File: src/rtl/mask_motion_ctrl.sv
// Mask motion controller: game-run FSM, motion step divider, respawn LFSR and score.
// Optional build macro MASK_SPEEDUP_EN raises the step size with the score.
module mask_motion_ctrl #(
  parameter int unsigned TICK_DIV    = 250000,
  parameter int unsigned SCREEN_W    = 640,
  parameter int unsigned SPEED       = 2,
  parameter int unsigned TOP_Y       = 40,
  parameter int unsigned BOTTOM_Y    = 420,
  parameter int unsigned CRAZY_Y_MIN = 100,
  parameter int unsigned CRAZY_Y_MAX = 340
) (
  input  logic        clk,
  input  logic        rst,
  input  logic        start,
  input  logic        collision,
  output logic [9:0]  mask_top_x,
  output logic [9:0]  mask_top_y,
  output logic [9:0]  mask_bottom_x,
  output logic [9:0]  mask_bottom_y,
  output logic [9:0]  mask_crazy_x,
  output logic [9:0]  mask_crazy_y,
  output logic        running,
  output logic        game_over,
  output logic [15:0] score
);

  localparam logic [9:0]  XSpawn   = 10'(SCREEN_W);
  localparam logic [9:0]  BotX0    = 10'(SCREEN_W + 160);
  localparam logic [9:0]  CrzX0    = 10'(SCREEN_W + 320);
  localparam logic [9:0]  YMin     = 10'(CRAZY_Y_MIN);
  localparam logic [9:0]  YMax     = 10'(CRAZY_Y_MAX);
  localparam logic [19:0] TickLast = 20'(TICK_DIV - 1);

  typedef enum logic [1:0] {StIdle, StRun, StHit} state_e;

  state_e      state_q, state_d;
  logic [19:0] tick_q, tick_d;
  logic [15:0] lfsr_q, lfsr_d;
  logic [15:0] score_q, score_d;
  logic [9:0]  top_x_q, top_x_d;
  logic [9:0]  bot_x_q, bot_x_d;
  logic [9:0]  crz_x_q, crz_x_d;
  logic [9:0]  crz_y_q, crz_y_d;
  logic        crz_up_q, crz_up_d;

  logic        step, reload;
  logic [9:0]  step_sz;
  logic        top_wrap, bot_wrap, crz_wrap;
  logic [1:0]  wrap_cnt;
  logic [16:0] score_sum;
  logic [10:0] spawn_sum;
  logic [9:0]  spawn_y, crz_y_mv;

  // State register
  always_ff @(posedge clk or negedge rst) begin
    if (!rst) begin
      state_q  <= StIdle;
      tick_q   <= '0;
      lfsr_q   <= 16'hACE1;
      score_q  <= '0;
      top_x_q  <= XSpawn;
      bot_x_q  <= BotX0;
      crz_x_q  <= CrzX0;
      crz_y_q  <= YMin;
      crz_up_q <= 1'b0;
    end else begin
      state_q  <= state_d;
      tick_q   <= tick_d;
      lfsr_q   <= lfsr_d;
      score_q  <= score_d;
      top_x_q  <= top_x_d;
      bot_x_q  <= bot_x_d;
      crz_x_q  <= crz_x_d;
      crz_y_q  <= crz_y_d;
      crz_up_q <= crz_up_d;
    end
  end

  // Next-state logic
  always_comb begin
    state_d = state_q;
    unique case (state_q)
      StIdle:  if (start) state_d = StRun;
      StRun:   if (collision) state_d = StHit;
      StHit:   if (start) state_d = StRun;
      default: state_d = StIdle;
    endcase
  end

  // FSM outputs
  always_comb begin
    running   = (state_q == StRun);
    game_over = (state_q == StHit);
  end

`ifdef MASK_SPEEDUP_EN
  // One extra pixel per 8 masks passed, capped at +3; uses the pre-step score.
  always_comb begin
    if (score_q[15:3] > 13'd3) step_sz = 10'(SPEED) + 10'd3;
    else                       step_sz = 10'(SPEED) + {8'd0, score_q[4:3]};
  end
`else
  assign step_sz = 10'(SPEED);
`endif

  assign step      = (state_q == StRun) && !collision && (tick_q == TickLast);
  assign reload    = start && (state_q != StRun);
  assign top_wrap  = top_x_q < step_sz;
  assign bot_wrap  = bot_x_q < step_sz;
  assign crz_wrap  = crz_x_q < step_sz;
  assign wrap_cnt  = {1'b0, top_wrap} + {1'b0, bot_wrap} + {1'b0, crz_wrap};
  assign score_sum = {1'b0, score_q} + {15'd0, wrap_cnt};
  assign spawn_sum = 11'(CRAZY_Y_MIN) + {3'b000, lfsr_q[7:0]};
  assign spawn_y   = (spawn_sum > 11'(CRAZY_Y_MAX)) ? YMax : spawn_sum[9:0];
  assign crz_y_mv  = crz_up_q ? crz_y_q - 10'd1 : crz_y_q + 10'd1;

  // Datapath next state
  always_comb begin
    lfsr_d   = {lfsr_q[0] ^ lfsr_q[2] ^ lfsr_q[3] ^ lfsr_q[5], lfsr_q[15:1]};
    tick_d   = '0;
    score_d  = score_q;
    top_x_d  = top_x_q;
    bot_x_d  = bot_x_q;
    crz_x_d  = crz_x_q;
    crz_y_d  = crz_y_q;
    crz_up_d = crz_up_q;
    if (state_q == StRun) tick_d = (tick_q == TickLast) ? '0 : tick_q + 20'd1;
    if (reload) begin
      score_d  = '0;
      top_x_d  = XSpawn;
      bot_x_d  = BotX0;
      crz_x_d  = CrzX0;
      crz_y_d  = YMin;
      crz_up_d = 1'b0;
    end else if (step) begin
      score_d = score_sum[16] ? 16'hFFFF : score_sum[15:0];
      top_x_d = top_wrap ? XSpawn : top_x_q - step_sz;
      bot_x_d = bot_wrap ? XSpawn : bot_x_q - step_sz;
      crz_x_d = crz_wrap ? XSpawn : crz_x_q - step_sz;
      if (crz_wrap) begin
        crz_y_d  = spawn_y;
        crz_up_d = 1'b0;
      end else begin
        crz_y_d = crz_y_mv;
        if (crz_y_mv >= YMax)      crz_up_d = 1'b1;
        else if (crz_y_mv <= YMin) crz_up_d = 1'b0;
      end
    end
  end

  assign mask_top_x    = top_x_q;
  assign mask_top_y    = 10'(TOP_Y);
  assign mask_bottom_x = bot_x_q;
  assign mask_bottom_y = 10'(BOTTOM_Y);
  assign mask_crazy_x  = crz_x_q;
  assign mask_crazy_y  = crz_y_q;
  assign score         = score_q;

endmodule

File: config.mk
export PLATFORM = sky130hd
export DESIGN_NAME = mask_motion_ctrl
export DESIGN_NICKNAME = d
export VERILOG_FILES = /design/src/rtl/mask_motion_ctrl.sv
export SDC_FILE = /design/constraint.sdc
export NUM_CORES = 1
export LEC_CHECK = 0
export CAP_MARGIN = 25
export CORE_UTILIZATION = 35
export CTS_CLUSTER_SIZE = 12
export DETAILED_ROUTE_END_ITERATION = 6
export HOLD_SLACK_MARGIN = 0.12
export MAX_ROUTING_LAYER = met4
export PLACE_DENSITY = 0.63
export SLEW_MARGIN = 10
export SYNTH_ARGS = -nofsm -noshare
export SYNTH_HDL_FRONTEND = slang
export SYNTH_SLANG_ARGS = --single-unit
File: constraint.sdc
create_clock -name clk -period 4.8 [get_ports clk]
set_input_delay 0.72 -clock clk [delete_from_list [all_inputs] [get_ports clk]]
set_output_delay 0.72 -clock clk [all_outputs]
set_load 0.02 [all_outputs]
==> results.md <==
- Outcome: finished clean
- Reg2reg start: mask_crazy_x[3]
- Crit Path Max Fanout: 14
- R2R Setup Slk: 0.64 ns
- Met3 usage: 0.03846
- Syn. warnings: 0
- Static leakage: around 2.6 nW
- Hold_sp: lfsr_q[9]
- Antenna Cells: 0
- Fin nets: about 650
- Final setup TNS: 0 ns
- Fill cell count: ~1400
- Sw Pwr: around 980 uW
- Crit share post-route: 0.8658
- Design Area, Final: 6188 um^2
- Die X: roughly 120 um
- RR Endpoint: score[2]
- Max frequency: around 240 MHz
- CTS Hold Bufs: 0
- Worst vdd ir: 184.9 uV
- Worst hold path class: flop to flop
- Mapped Area: 5209 um^2
- DR DRC count: 0
- WL/cell: approximately 15 um
- Vias/cell: ~5.2
- Crit path from: mask_crazy_x[3]
- Cts bufs inserted: 9
- Clock slew at reported path FFs: around 0.070 ns
- Critical path type: flop to flop
- Flop pwr share: 0.390
- Port buffer count: between 50 and 60
- Clock Tree Buf Depth: 2
- Largest net degree at the start of global routing: 71
- M2 GR Usage: 0.2743
- Site Rows: 44
- Slew headroom: 0.3776
- Critical Path RT: 5.06 ns
- Via count: 4223
- CTS tree: built
- Most area-hungry cell type in the Yosys netlist: dfrtp_1
- # setup viols final: 0
- Final hold vios: 0
- Final Skew: between 0.008 and 0.009 ns
- GR Overflow Total: 0
- Logic pwr share: 0.341
- Clock sinks: a little over 90
- PwrDens: ~430 nW/um^2
- Unique cell type count in the Yosys netlist: approximately 60
- Synth top cells by count: dfrtp_1 (72), o21ai_0 (62), nor2_1 (55), nand2_1 (53), a21oi_1 (31)
- Post CTS Setup Buffer Count: 0
- Area share of the largest cell type after synthesis: 0.3459
- Cell with the most instances after synthesis: dfrtp_1
- Clock Latency Late Sink: 0.35 ns
- Fraction of registers with async set or reset after synthesis: 1.000
- Yosys reg bits: 92
- Gr busiest metal: met2
- Routed Antenna Nets: 0
- Worst-Margin Slew: ~0.93 ns
- Number of enable flip-flop cells after synthesis: 0
- Syn Area/Cell: about 9.2 um^2
- Post-DP HPWL: 8.453 mm
- Switch share: 0.3633
- Mapped Cells: around 570
- Max-cap violation count: 0
- Area grow syn2layout: 18.81%
- Startpoint Class: flop
- RSZ-0062 raised after global routing: no
- Worst Setup End Kind: flop
- Root Buffer: clkbuf_16
- Synth Flop Type: dfrtp_1
- Worst Reg-to-Reg Cells: 14
- GPL Wtd Cong: roughly 0.83
- GRT Total Usage: 0.1730
- Hold Path End: lfsr_q[8]
- Vias in the first global route: between 4000 and 5000
- GR Util met1: 0.2148
- Share of layout cells above drive strength 1: 0.09395
- Tmin final: 4.156 ns
- Clk pwr share: 0.269
- Core Area: between 10000 and 15000 um^2
- Initial antenna violation count: 0
- CTS H-tree lvls: 3
- Die H: 124.0 um
- Top cells by area, synth: dfrtp_1 (35%), dfstp_2 (10%), o21ai_0 (6.0%)
- DRT Wirelength: roughly 12 mm
- Register area share after synthesis: 0.4468
- Slew Viols, Final: 0
- Initial core utilization: 0.3584
- Worst Path Arrival: between 4 and 5 ns
- Dpl cell area: 5886 um^2
- P_int: between 1.5 and 2 mW
- DR pass1 iterations: 4
- WHS Path Cells: 0
- Tot Pwr: roughly 2.7 mW
- Io pins: slightly above 80
- Fin Hold WS: approximately 0.36 ns
- Global-route wire length before repair: between 15 and 20 mm
- DR iter-0 viols: 326
- Full die area: between 15000 and 20000 um^2
- Post-CTS Resized: 0
==> routing by layer <==
layer | vias up | wire length [um]
met2 | 118 | 5867
met3 | 19 | 574
met4 | 0 | 214
met5 | - | 0
met1 | 2033 | 5398
li1 | 2053 | -
==> flip-flops by register name, summed over array words and instances (netlist names) <==
register and count:
state_q 2, mask_bottom_x 9, lfsr_q 16, mask_crazy_x 9
score 16, mask_crazy_y 10, crz_up_q 1, mask_top_x 9
tick_q 20
==> cells by family after synthesis <==
| logic type | share of synthesized area |
|---|---|
| AO/OA/AOI/OAI | 0.1720 |
| XOR/XNOR | 0.06053 |
| adder cells (fa/ha/maj) | 0.05237 |
| buffers and inverters | 0.07278 |
| flip-flops | 0.4468 |
| other | 0.001442 |
| AND/OR/NAND/NOR | 0.1941 |
==> power by group through the flow <==
| stage | Combinational (mW) | Sequential (mW) | Clock, mW |
|---|---|---|---|
| after floorplan | 0.463 | 1.16 | 0 |
| after global placement | 0.899 | 1.06 | 0 |
| after detailed placement | 0.920 | 1.06 | 0 |
| after CTS | 0.924 | 1.05 | 0.744 |
| after global routing | 1.01 | 1.07 | 0.779 |
| final | 0.915 | 1.05 | 0.724 |
==> metrics by stage <==
stage,std cells,utilization,setup slack [ns]
after floorplan,590,-,0.8169
after global placement,795,0.4039,0.7884
after detailed placement,796,0.4050,0.6702
after CTS,812,0.4258,0.6667
after global routing,812,0.4258,0.3626
final,812,0.4258,0.6441
==> worst max-delay path by stage <==
| stage | to | slack (ns) | cells after the start |
|---|---|---|---|
| 2_1_floorplan | score[11] | 0.82 | 16 |
| 3_3_place_gp | score[11] | 0.79 | 13 |
| 3_5_place_dp | score[2] | 0.67 | 14 |
| 4_1_cts | score[2] | 0.67 | 14 |
| 5_1_grt | score[2] | 0.36 | 14 |
| 6_report | score[2] | 0.64 | 14 |
==> layout by cell type (no fill, tap or decap), drive strengths merged, types with 21 or more instances in the layout <==
cell type,n
clkdlybuf4s50,57
nand2,53
dfrtp,72
nor2,55
o21ai,65
nand3,21
a21oi,31
conb,23
inv,31
==> critical path, stage by stage (launching register included) <==
cell and delay (ns):
dfrtp_1 0.42, or3_4 0.40, or4_4 0.44, nand2b_4 0.22, inv_2 0.13, fa_1 0.17
ha_1 0.20, fa_1 0.22, and3_1 0.20, and3_1 0.20, and3_1 0.22, nand4_1 0.18
nor2_1 0.76, a21oi_1 0.08, o21ai_0 0.22
==> final cells by class <==
cell class              count  area, um^2  share of cell area
clock buffers              10       239.0             0.03862
clock inverters             6       63.81             0.01031
inverters                  31       116.4             0.01880
multi-input cells         425        2581              0.4171
flip-flops and latches     92        2327              0.3761
well taps                 184       230.2             0.03720
repair buffers             64       630.6              0.1019
(Power assumes the default switching activity.)
